==> src/rtl/music_pkg.sv <==
// Shared definitions for the music playback address sequencer.
//   state_e      : sequencer state (EMPTY, PLAY, PAUSE, DONE)
//   CLK_HZ       : system clock frequency
//   SAMPLE_RATE  : audio sample rate
//   SKIP_SECONDS : seek distance in seconds
//   SKIP_DEFAULT : samples moved per seek press
//   DIV_DEFAULT  : clock cycles per audio sample
package music_pkg;

    typedef enum logic [1:0] {
        ST_EMPTY = 2'd0,
        ST_PLAY  = 2'd1,
        ST_PAUSE = 2'd2,
        ST_DONE  = 2'd3
    } state_e;

    localparam int CLK_HZ       = 50_000_000;
    localparam int SAMPLE_RATE  = 8_000;
    localparam int SKIP_SECONDS = 10;
    localparam int SKIP_DEFAULT = SAMPLE_RATE * SKIP_SECONDS;
    localparam int DIV_DEFAULT  = CLK_HZ / SAMPLE_RATE;

endpackage

==> src/rtl/rise_detect.sv <==
// Registered rising-edge detector for an already synchronised button.
//   clk, reset : clock and asynchronous active-high reset
//   btn        : button level
//   rise       : high in the cycle where btn is high and was low last cycle
// RST_VAL sets the history register on reset; resetting it to 1 means a
// button that is already held when reset releases does not count as a press.
module rise_detect #(
    parameter logic RST_VAL = 1'b1
) (
    input  logic clk,
    input  logic reset,
    input  logic btn,
    output logic rise
);

    logic btn_d;
    logic btn_q;

    always_comb begin
        btn_d = btn;
    end

    always_ff @(posedge clk or posedge reset) begin
        if (reset) begin
            btn_q <= RST_VAL;
        end else begin
            btn_q <= btn_d;
        end
    end

    assign rise = btn & ~btn_q;

endmodule

==> src/rtl/music_addr_seq.sv <==
// Playback address sequencer: walks endereco through the loaded window
// [track_start, track_end] at one sample every DIV clocks, with play/pause,
// +/-SKIP seeking clamped to the window, optional looping and an
// end-of-track pulse.
//   clk, reset             : clock, asynchronous active-high reset
//   load                   : latch track_start/track_end (ignored if start > end)
//   track_start, track_end : track window
//   count                  : 1 = play, 0 = pause
//   loop_en                : wrap to track_start after track_end
//   passa_10s, volta_10s   : seek forward / back buttons (synchronised)
//   endereco               : current sample address
//   sample_tick            : one-cycle pulse when a sample advance is applied
//   fim                    : one-cycle pulse when track_end is passed
//   playing                : high in PLAY
//   state_dbg              : current sequencer state, for observation
// Same-cycle priority is load > seek > tick; both seek buttons rising
// together cancel out.
module music_addr_seq
    import music_pkg::*;
#(
    parameter int ADDR_W = 22,
    parameter int SKIP   = SKIP_DEFAULT,
    parameter int DIV    = DIV_DEFAULT
) (
    input  logic              clk,
    input  logic              reset,
    input  logic              load,
    input  logic [ADDR_W-1:0] track_start,
    input  logic [ADDR_W-1:0] track_end,
    input  logic              count,
    input  logic              loop_en,
    input  logic              passa_10s,
    input  logic              volta_10s,
    output logic [ADDR_W-1:0] endereco,
    output logic              sample_tick,
    output logic              fim,
    output logic              playing,
    output state_e            state_dbg
);

    localparam int                DIV_W    = $clog2(DIV);
    localparam logic [DIV_W-1:0]  DIV_LAST = DIV_W'(DIV - 1);
    localparam logic [ADDR_W:0]   SKIP_X   = (ADDR_W + 1)'(SKIP);

    state_e              state_q, state_d;
    logic [ADDR_W-1:0]   addr_q, addr_d;
    logic [ADDR_W-1:0]   start_q, start_d;
    logic [ADDR_W-1:0]   end_q, end_d;
    logic [DIV_W-1:0]    div_q, div_d;
    logic                tick_q, tick_d;
    logic                fim_q, fim_d;
    logic                playing_q, playing_d;

    logic                fwd_rise, back_rise;
    logic                seek_fwd, seek_back;
    logic                load_ok, div_wrap;
    logic [ADDR_W:0]     fwd_sum, back_gap;
    logic [ADDR_W-1:0]   fwd_addr, back_addr;
    state_e              run_state;

    rise_detect #(.RST_VAL(1'b1)) u_fwd_edge (
        .clk   (clk),
        .reset (reset),
        .btn   (passa_10s),
        .rise  (fwd_rise)
    );

    rise_detect #(.RST_VAL(1'b1)) u_back_edge (
        .clk   (clk),
        .reset (reset),
        .btn   (volta_10s),
        .rise  (back_rise)
    );

    always_comb begin
        state_d   = state_q;
        addr_d    = addr_q;
        start_d   = start_q;
        end_d     = end_q;
        div_d     = div_q;
        tick_d    = 1'b0;
        fim_d     = 1'b0;

        seek_fwd  = fwd_rise & ~back_rise;
        seek_back = back_rise & ~fwd_rise;
        load_ok   = load && (track_start <= track_end);
        div_wrap  = (div_q == DIV_LAST);
        run_state = count ? ST_PLAY : ST_PAUSE;

        // One extra bit so addr + SKIP can never wrap before the clamp.
        fwd_sum   = {1'b0, addr_q} + SKIP_X;
        fwd_addr  = (fwd_sum > {1'b0, end_q}) ? end_q : fwd_sum[ADDR_W-1:0];
        back_gap  = {1'b0, addr_q - start_q};
        back_addr = (back_gap < SKIP_X) ? start_q : addr_q - SKIP_X[ADDR_W-1:0];

        if (load_ok) begin
            start_d = track_start;
            end_d   = track_end;
            addr_d  = track_start;
            div_d   = '0;
            state_d = run_state;
        end else begin
            case (state_q)
                ST_PLAY, ST_PAUSE: begin
                    state_d = run_state;
                    // The divider phase survives a pause; it only runs in PLAY.
                    if (state_q == ST_PLAY) begin
                        div_d = div_wrap ? '0 : div_q + DIV_W'(1);
                    end
                    if (seek_fwd) begin
                        addr_d = fwd_addr;
                    end else if (seek_back) begin
                        addr_d = back_addr;
                    end else if (state_q == ST_PLAY && div_wrap) begin
                        tick_d = 1'b1;
                        if (addr_q < end_q) begin
                            addr_d = addr_q + ADDR_W'(1);
                        end else begin
                            fim_d = 1'b1;
                            if (loop_en) begin
                                addr_d = start_q;
                            end else begin
                                state_d = ST_DONE;
                            end
                        end
                    end
                end
                ST_DONE: begin
                    if (seek_back) begin
                        addr_d  = back_addr;
                        state_d = run_state;
                    end
                end
                default: begin
                end
            endcase
        end

        playing_d = (state_d == ST_PLAY);
    end

    always_ff @(posedge clk or posedge reset) begin
        if (reset) begin
            state_q   <= ST_EMPTY;
            addr_q    <= '0;
            start_q   <= '0;
            end_q     <= '0;
            div_q     <= '0;
            tick_q    <= 1'b0;
            fim_q     <= 1'b0;
            playing_q <= 1'b0;
        end else begin
            state_q   <= state_d;
            addr_q    <= addr_d;
            start_q   <= start_d;
            end_q     <= end_d;
            div_q     <= div_d;
            tick_q    <= tick_d;
            fim_q     <= fim_d;
            playing_q <= playing_d;
        end
    end

    assign endereco    = addr_q;
    assign sample_tick = tick_q;
    assign fim         = fim_q;
    assign playing     = playing_q;
    assign state_dbg   = state_q;

endmodule

==> config.mk <==
export PLATFORM = sky130hd
export DESIGN_NAME = music_addr_seq
export DESIGN_NICKNAME = d
export VERILOG_FILES = /design/src/rtl/music_pkg.sv /design/src/rtl/rise_detect.sv /design/src/rtl/music_addr_seq.sv
export SDC_FILE = /design/constraint.sdc
export NUM_CORES = 1
export LEC_CHECK = 0
export BUFFER_PORTS_ARGS = -buffer_cell sky130_fd_sc_hd__buf_2
export CAP_MARGIN = 20
export CELL_PAD_IN_SITES_DETAIL_PLACEMENT = 1
export CELL_PAD_IN_SITES_GLOBAL_PLACEMENT = 1
export CORE_ASPECT_RATIO = 0.75
export CORE_UTILIZATION = 47
export CTS_BUF_LIST = sky130_fd_sc_hd__clkbuf_8
export DETAILED_ROUTE_END_ITERATION = 10
export PLACE_DENSITY = 0.83
export SYNTH_ARGS = -nofsm -noshare
export SYNTH_HDL_FRONTEND = slang
export SYNTH_HIERARCHICAL = 1
export SYNTH_SLANG_ARGS = --single-unit
export TNS_END_PERCENT = 50
==> constraint.sdc <==
create_clock -name clk -period 4.45 [get_ports clk]
set_input_delay 0.89 -clock clk [delete_from_list [all_inputs] [get_ports clk]]
set_output_delay 0.89 -clock clk [all_outputs]
set_load 0.02 [all_outputs]
Yosys cells after proc, flatten, opt, wreduce, memory -nomap -nowiden
Index checks and enable logic that the tools add are counted. Widths: inputs -> output; s select.

Bits in writable memories: 0. Bits in latches: 0. Memories: 0. Output and inout port bits: 27. Bits in registers: 86. Bits in read-only memories: 0.

Bitwise logic cells: 8. Divide/modulo/power cells: 0. Eq/ne operators: 8. Magnitude comparators: 4. Reduce and logical (&&, ||, !) cells: 8. $mul: 0. Mux-type cells: 34. Shift-type cells: 0. Add/sub/neg operators: 5.

Operators by type and width (count): $mux 22 (9); $mux 13 (4); $pmux 22 s2 (1); $add 22x17->23 const B (1); $gt 23x22->1 (1); $add 22x1->22 const B (1); $le 22x22->1 (1); $lt 22x17->1 const B (1); $lt 22x22->1 (1); $sub 22x17->22 const B (1); $sub 22x22->22 (1); $mux 2 (8); $add 13x1->13 const B (1); $eq 13x13->1 const B (1); $mux 1 (11); $ne 6x6->1 const B (1); $ne 5x5->1 const B (1); $and 1x1->1 (4); $eq 2x1->1 const B (2); $eq 2x2->1 const B (2); $not 1->1 (4); $pmux 2 s2 (1); $reduce_and 4->1 (1); $reduce_bool 2->1 (2); other kinds (5) (6).

Logic depth before layout (Yosys ltp)
Word-level depth: 9. Mapped depth: 20.

Modules after synthesis
The synthesis kept the hierarchy.

By module, submodules not included: music_addr_seq (sequential area each 2102.0 µm², times used 1, area each 8005.2 µm², cells an instance 957); rise_detect (sequential area each 26.3 µm², times used 2, area each 43.8 µm², cells an instance 3).

Worst setup path before layout
Ideal clock, no wire load.

Path kind: flip-flop to flip-flop. Start point: reg addr_q[7], in the netlist endereco[7]. End point: reg addr_q[13], in the netlist endereco[13]. Required time: 4.315 ns. Path buffers: 1. Cell stages (with the launch flop): 18. Data arrival time: 4.024 ns. Slack: 0.291 ns. Cells stage by stage: dfrtp_1 ha_1 and3_1 nor3_1 nand2b_1 a31o_2 xor2_1 ha_1 a21o_1 a211oi_1 o21ai_0 o31a_1 a41oi_2 buf_6 mux2_2 a22o_1 a221oi_1 o22ai_1.

Word-level cells in the longest chain between the ends: 7. Elaborated cells between the ends (all ways): 18. Classes of those cells: 4 x add/sub; 3 x order compare; 1 x eq/ne; 9 x mux; 1 x reduce/logical.

Ends and longest elaborated chain: start, declared (RTL line music_addr_seq.sv:46) `logic [ADDR_W-1:0] addr_q, addr_d;`; start signal, assigned (RTL line music_addr_seq.sv:154) `addr_q <= addr_d;`; $sub 22x22->22 (tied with other cells) (RTL line music_addr_seq.sv:93) `back_gap = {1'b0, addr_q - start_q};`; $lt 22x17->1 / $mux 22 (equally long branches) (RTL line music_addr_seq.sv:94, music_addr_seq.sv:116); $mux 22, on equally long branches (RTL line music_addr_seq.sv:94, music_addr_seq.sv:114); $mux 22 (RTL line music_addr_seq.sv:112) `end else if (seek_back) begin`; $mux 22 (RTL line music_addr_seq.sv:110) `if (seek_fwd) begin`; $pmux 22 s2 (RTL line music_addr_seq.sv:103) `case (state_q)`; $mux 22 (RTL line music_addr_seq.sv:96) `if (load_ok) begin`.

Several ways; a longest one is shown, not always the timed one. The select of a mux whose other input is x is not followed. A chain may end at the register's enable or synchronous reset.

Worst setup path after layout
Start point: reg addr_q[10], in the netlist endereco[10]. End point: reg addr_q[20], in the netlist endereco[20].

Same word-level chain as after synthesis.

==> results.py <==
metrics = {
    "synth": {
        "yosys-mux-area-fraction_pct": 6.09,
        "postSynthCellCount": 963,
        "synth_compound_gate_area_share_pct": 22.1,
        "main_combinational_cell_family_by_area_after_synthesis": "compound AO/OA/AOI/OAI gates",
        "adder_cell_share_of_the_synthesized_area_pct": 13.8,
        "synth_area_um2": 8090,
        "synthXorXnorAreaFrac_pct": 7.47,
        "syn-mean-instance-area_um2": 8.40,
        "synth_seq_cells": 86,
        "synth-main-ff-cell": "sky130_fd_sc_hd__dfrtp_1",
        "synth.lib_cells_used.distinct": 72,
        "synth_area_in_simple_gates_pct": 16.8,
        "yosys_warnings": 6,
        "syn-num-nets": 1103,
        "synth-edff-count": 0,
        "ys_async_sr_fraction_pct": 100,
        "seq_area_frac_synth_pct": 26.6,
    },
    "timing": {
        "final_min_period_over_clock_period_pct": 93.9,
        "clock_skew_ns": 0.0218,
        "finalMaxSlewViolations": 0,
        "setup_viol_count_final": 0,
        "finalCriticalPeriod_ns": 4.18,
        "fmax_ghz": 0.239,
        "max_slew_margin_pct": 35.1,
        "hold_viol_final": 0,
        "rsz0062_at_grt": "no",
        "final.setup.tns_ns": 0,
        "transition_time_of_the_tightest_slew_check_pin_ns": 0.968,
    },
    "global_routing": {
        "grt_util_met1_pct": 47.1,
        "busiest_layer": "met2",
        "globalRouteTotalUtil_pct": 33.4,
        "first_global_vias": 8089,
        "grt.met2_usage_pct": 53.1,
        "grt_first_pass_wirelength_mm": 45.3,
        "maximum_number_of_pins_on_one_net_before_global_route_repair": 62,
        "gr-usage-met3_pct": 4.94,
        "initial_antenna_violation_count": 0,
        "grt_overflow": 0,
    },
    "route": {
        "detail_route.iter0.violations": 618,
        "route.vias.total": 7843,
        "drcViolationCount": 0,
        "drt_pass1_iterations": 7,
        "route.detailed.vias_per_inst": 6.20,
        "avgRoutedWirePerCell_um": 22.6,
        "routed_wirelength_mm": 28.6,
        "ant_nets": 0,
    },
    "placement": {
        "detailedPlacementHpwl_mm": 21.8,
        "place_congestion": 0.937,
        "buffer_ports.inserted": 77,
    },
    "floorplanning": {
        "initial_utilization_pct": 48.1,
        "dieArea_um2": 17800,
        "die_width_um": 154,
        "floorplan.core_area_um2": 16800,
        "std_cell_rows": 41,
        "die_h_um": 116,
        "io_pins": 78,
    },
    "clock_tree": {
        "holdBufCountCts": 0,
        "clock_path_buffers": 2,
        "htree_levels": 3,
        "tritoncts": "yes",
        "cts_buffers": 9,
        "clock_latency_ns": 0.42,
        "number_of_sinks_on_the_clock_net": 86,
        "root_buffer": "sky130_fd_sc_hd__clkbuf_8",
        "worst_setup_hold_path_clk_slew_ns": 0.10,
    },
    "finish": {
        "layout.nets": 1185,
        "filler_cell_count": 2042,
        "mostFrequentLayoutCell": "sky130_fd_sc_hd__nand2_1",
        "area_growth_syn_to_layout_pct": 12.3,
        "insertedDiodeCount": 0,
        "highest_count_cells_in_the_layout_ignoring_fill_and_taps": "sky130_fd_sc_hd__nand2_1, sky130_fd_sc_hd__ha_1, sky130_fd_sc_hd__inv_1",
        "drive_gt1_share_pct": 17.8,
        "final_core_utilization_pct": 54.0,
    },
    "setup_path": {
        "cp_peak_stage_delay_ns": 0.50,
        "worst_ep_arrival_time_ns": 4.45,
        "path_max_fanout": 9,
        "cp_cell_sequence": "and4_1, nor4_2, nor2_1, or2_1, nand2_1, xnor2_1, ha_1, nand3_1, o21bai_1, a2111oi_0, o31a_1, a41oi_2, buf_6, mux2_2, a22o_1, a221oi_1, o22ai_1",
        "worst_setup_path_end_kind": "flip-flop",
        "worst-path-buf-inv": 1,
        "worstSetupStartpointType": "flip-flop",
        "critical-path-top-delay-family": "compound AO/OA/AOI/OAI gates",
        "worst_path_max_delay_cell": "sky130_fd_sc_hd__dfrtp_1",
        "cp_data_required_time_ns": 4.72,
        "critical_path_class": "reg2reg",
    },
    "worst_hold_path": {
        "classification_of_the_worst_slack_hold_path": "in2async",
    },
    "power_and_ir_drop": {
        "report.power.total_mw": 7.42,
        "comb_power_share_pct": 73.9,
        "worst_ir_drop_on_vdd_mv": 0.413,
        "p_sw_share_pct": 53.9,
        "power.static_leakage_nw": 4.35,
        "power.density_cell_area_nw_per_um2": 817,
        "clock_power_share_pct": 8.0,
        "total_switching_power_mw": 4.00,
        "p_int_mw": 3.43,
        "seqPwrFrac_pct": 18.1,
    },
    "outcome": {
        "run_status": "finished, final reports clean",
    },
    "run": {
        "number_of_maximum_capacitance_constraint_violations": 0,
    },
}
[cells in the mapped netlist (14+ instances only)]
| cell type | number | area, um2 |
|---|---|---|
| sky130_fd_sc_hd__clkbuf_1 | 19 | 71.3 |
| sky130_fd_sc_hd__mux2_2 | 26 | 293 |
| sky130_fd_sc_hd__o211ai_1 | 24 | 180 |
| sky130_fd_sc_hd__o21ai_0 | 60 | 300 |
| sky130_fd_sc_hd__nor2_1 | 68 | 255 |
| sky130_fd_sc_hd__xor2_1 | 33 | 289 |
| sky130_fd_sc_hd__a21o_1 | 19 | 143 |
| sky130_fd_sc_hd__ha_1 | 89 | 1110 |
| sky130_fd_sc_hd__nand3_1 | 25 | 125 |
| sky130_fd_sc_hd__a21oi_1 | 52 | 260 |
| sky130_fd_sc_hd__nand4_1 | 23 | 144 |
| sky130_fd_sc_hd__xnor2_1 | 36 | 315 |
| sky130_fd_sc_hd__mux2i_1 | 20 | 200 |
| sky130_fd_sc_hd__a211oi_1 | 14 | 105 |
| sky130_fd_sc_hd__nand2_1 | 101 | 379 |
| sky130_fd_sc_hd__inv_1 | 87 | 327 |
| sky130_fd_sc_hd__dfrtp_1 | 84 | 2100 |
[metrics by stage]
step	area [um2]	hold slack, ns	std cells	setup slack, ns
floorplan	8090	0.450	963	0.291
global placement	8830	0.465	1246	0.317
detailed placement	8830	0.470	1246	0.159
CTS	9020	0.484	1262	0.130
global route	9090	0.494	1265	0.00676
finish	9090	0.492	1265	0.270
[power by group through the flow]
stage	Clock, mW	Sequential, mW	Combinational, mW
after detailed placement	0	1.34	5.16
after floorplan	0	1.36	3.53
after global placement	0	1.33	5.02
after CTS	0.612	1.33	5.23
final	0.597	1.34	5.48
after global routing	0.630	1.37	5.89
[area by class of cell]
cell class / count / area [um2] / share of cell area (%)
clock inverters: 7 / 73.8 / 0.812
flip-flops and latches: 86 / 2150 / 23.7
clock buffers: 9 / 124 / 1.36
repair buffers: 119 / 733 / 8.07
well taps: 215 / 269 / 2.96
inverters: 87 / 328 / 3.61
multi-input cells: 742 / 5410 / 59.5
[what timing repair did]
action,in CTS,in global routing
hold endpoints to repair,0,0
resized for setup,0,6
buffers inserted,0,3
setup endpoints to repair,0,17
[path summary, 6_finish.rpt]
path,start,depth (start not counted),endpoint,slack (ns)
min in group clk,end_q[21],2,end_q[21],0.49
max in group asynchronous,reset,3,end_q[0],3.03
max reg2reg,endereco[10],17,endereco[20],0.27
min,reset,2,u_fwd_edge/btn_q,0.49
max,endereco[10],17,endereco[20],0.27
min reg2reg,end_q[21],2,end_q[21],0.49
[registers in the layout, summed over array words and instances, names as in the netlist, 2 cells and up]
register / flops
state_dbg: 2
end_q: 22
div_q: 13
endereco: 22
start_q: 22
[per-layer routing]
layer  vias to the layer above  share of wire, %
li1                       3614                 -
met1                      3877                46
met2                       310                45
met3                        42               7.5
met4                         0               1.8
met5                         -                 0
[logic make-up after synthesis]
kind of cell    after synthesis
flops                        86
xor+xnor                     69
simple gates                281
fa+ha+maj                    89
mux                          46
buf+inv                     135
compound gates              257
Power figures use the tool's default switching activity.
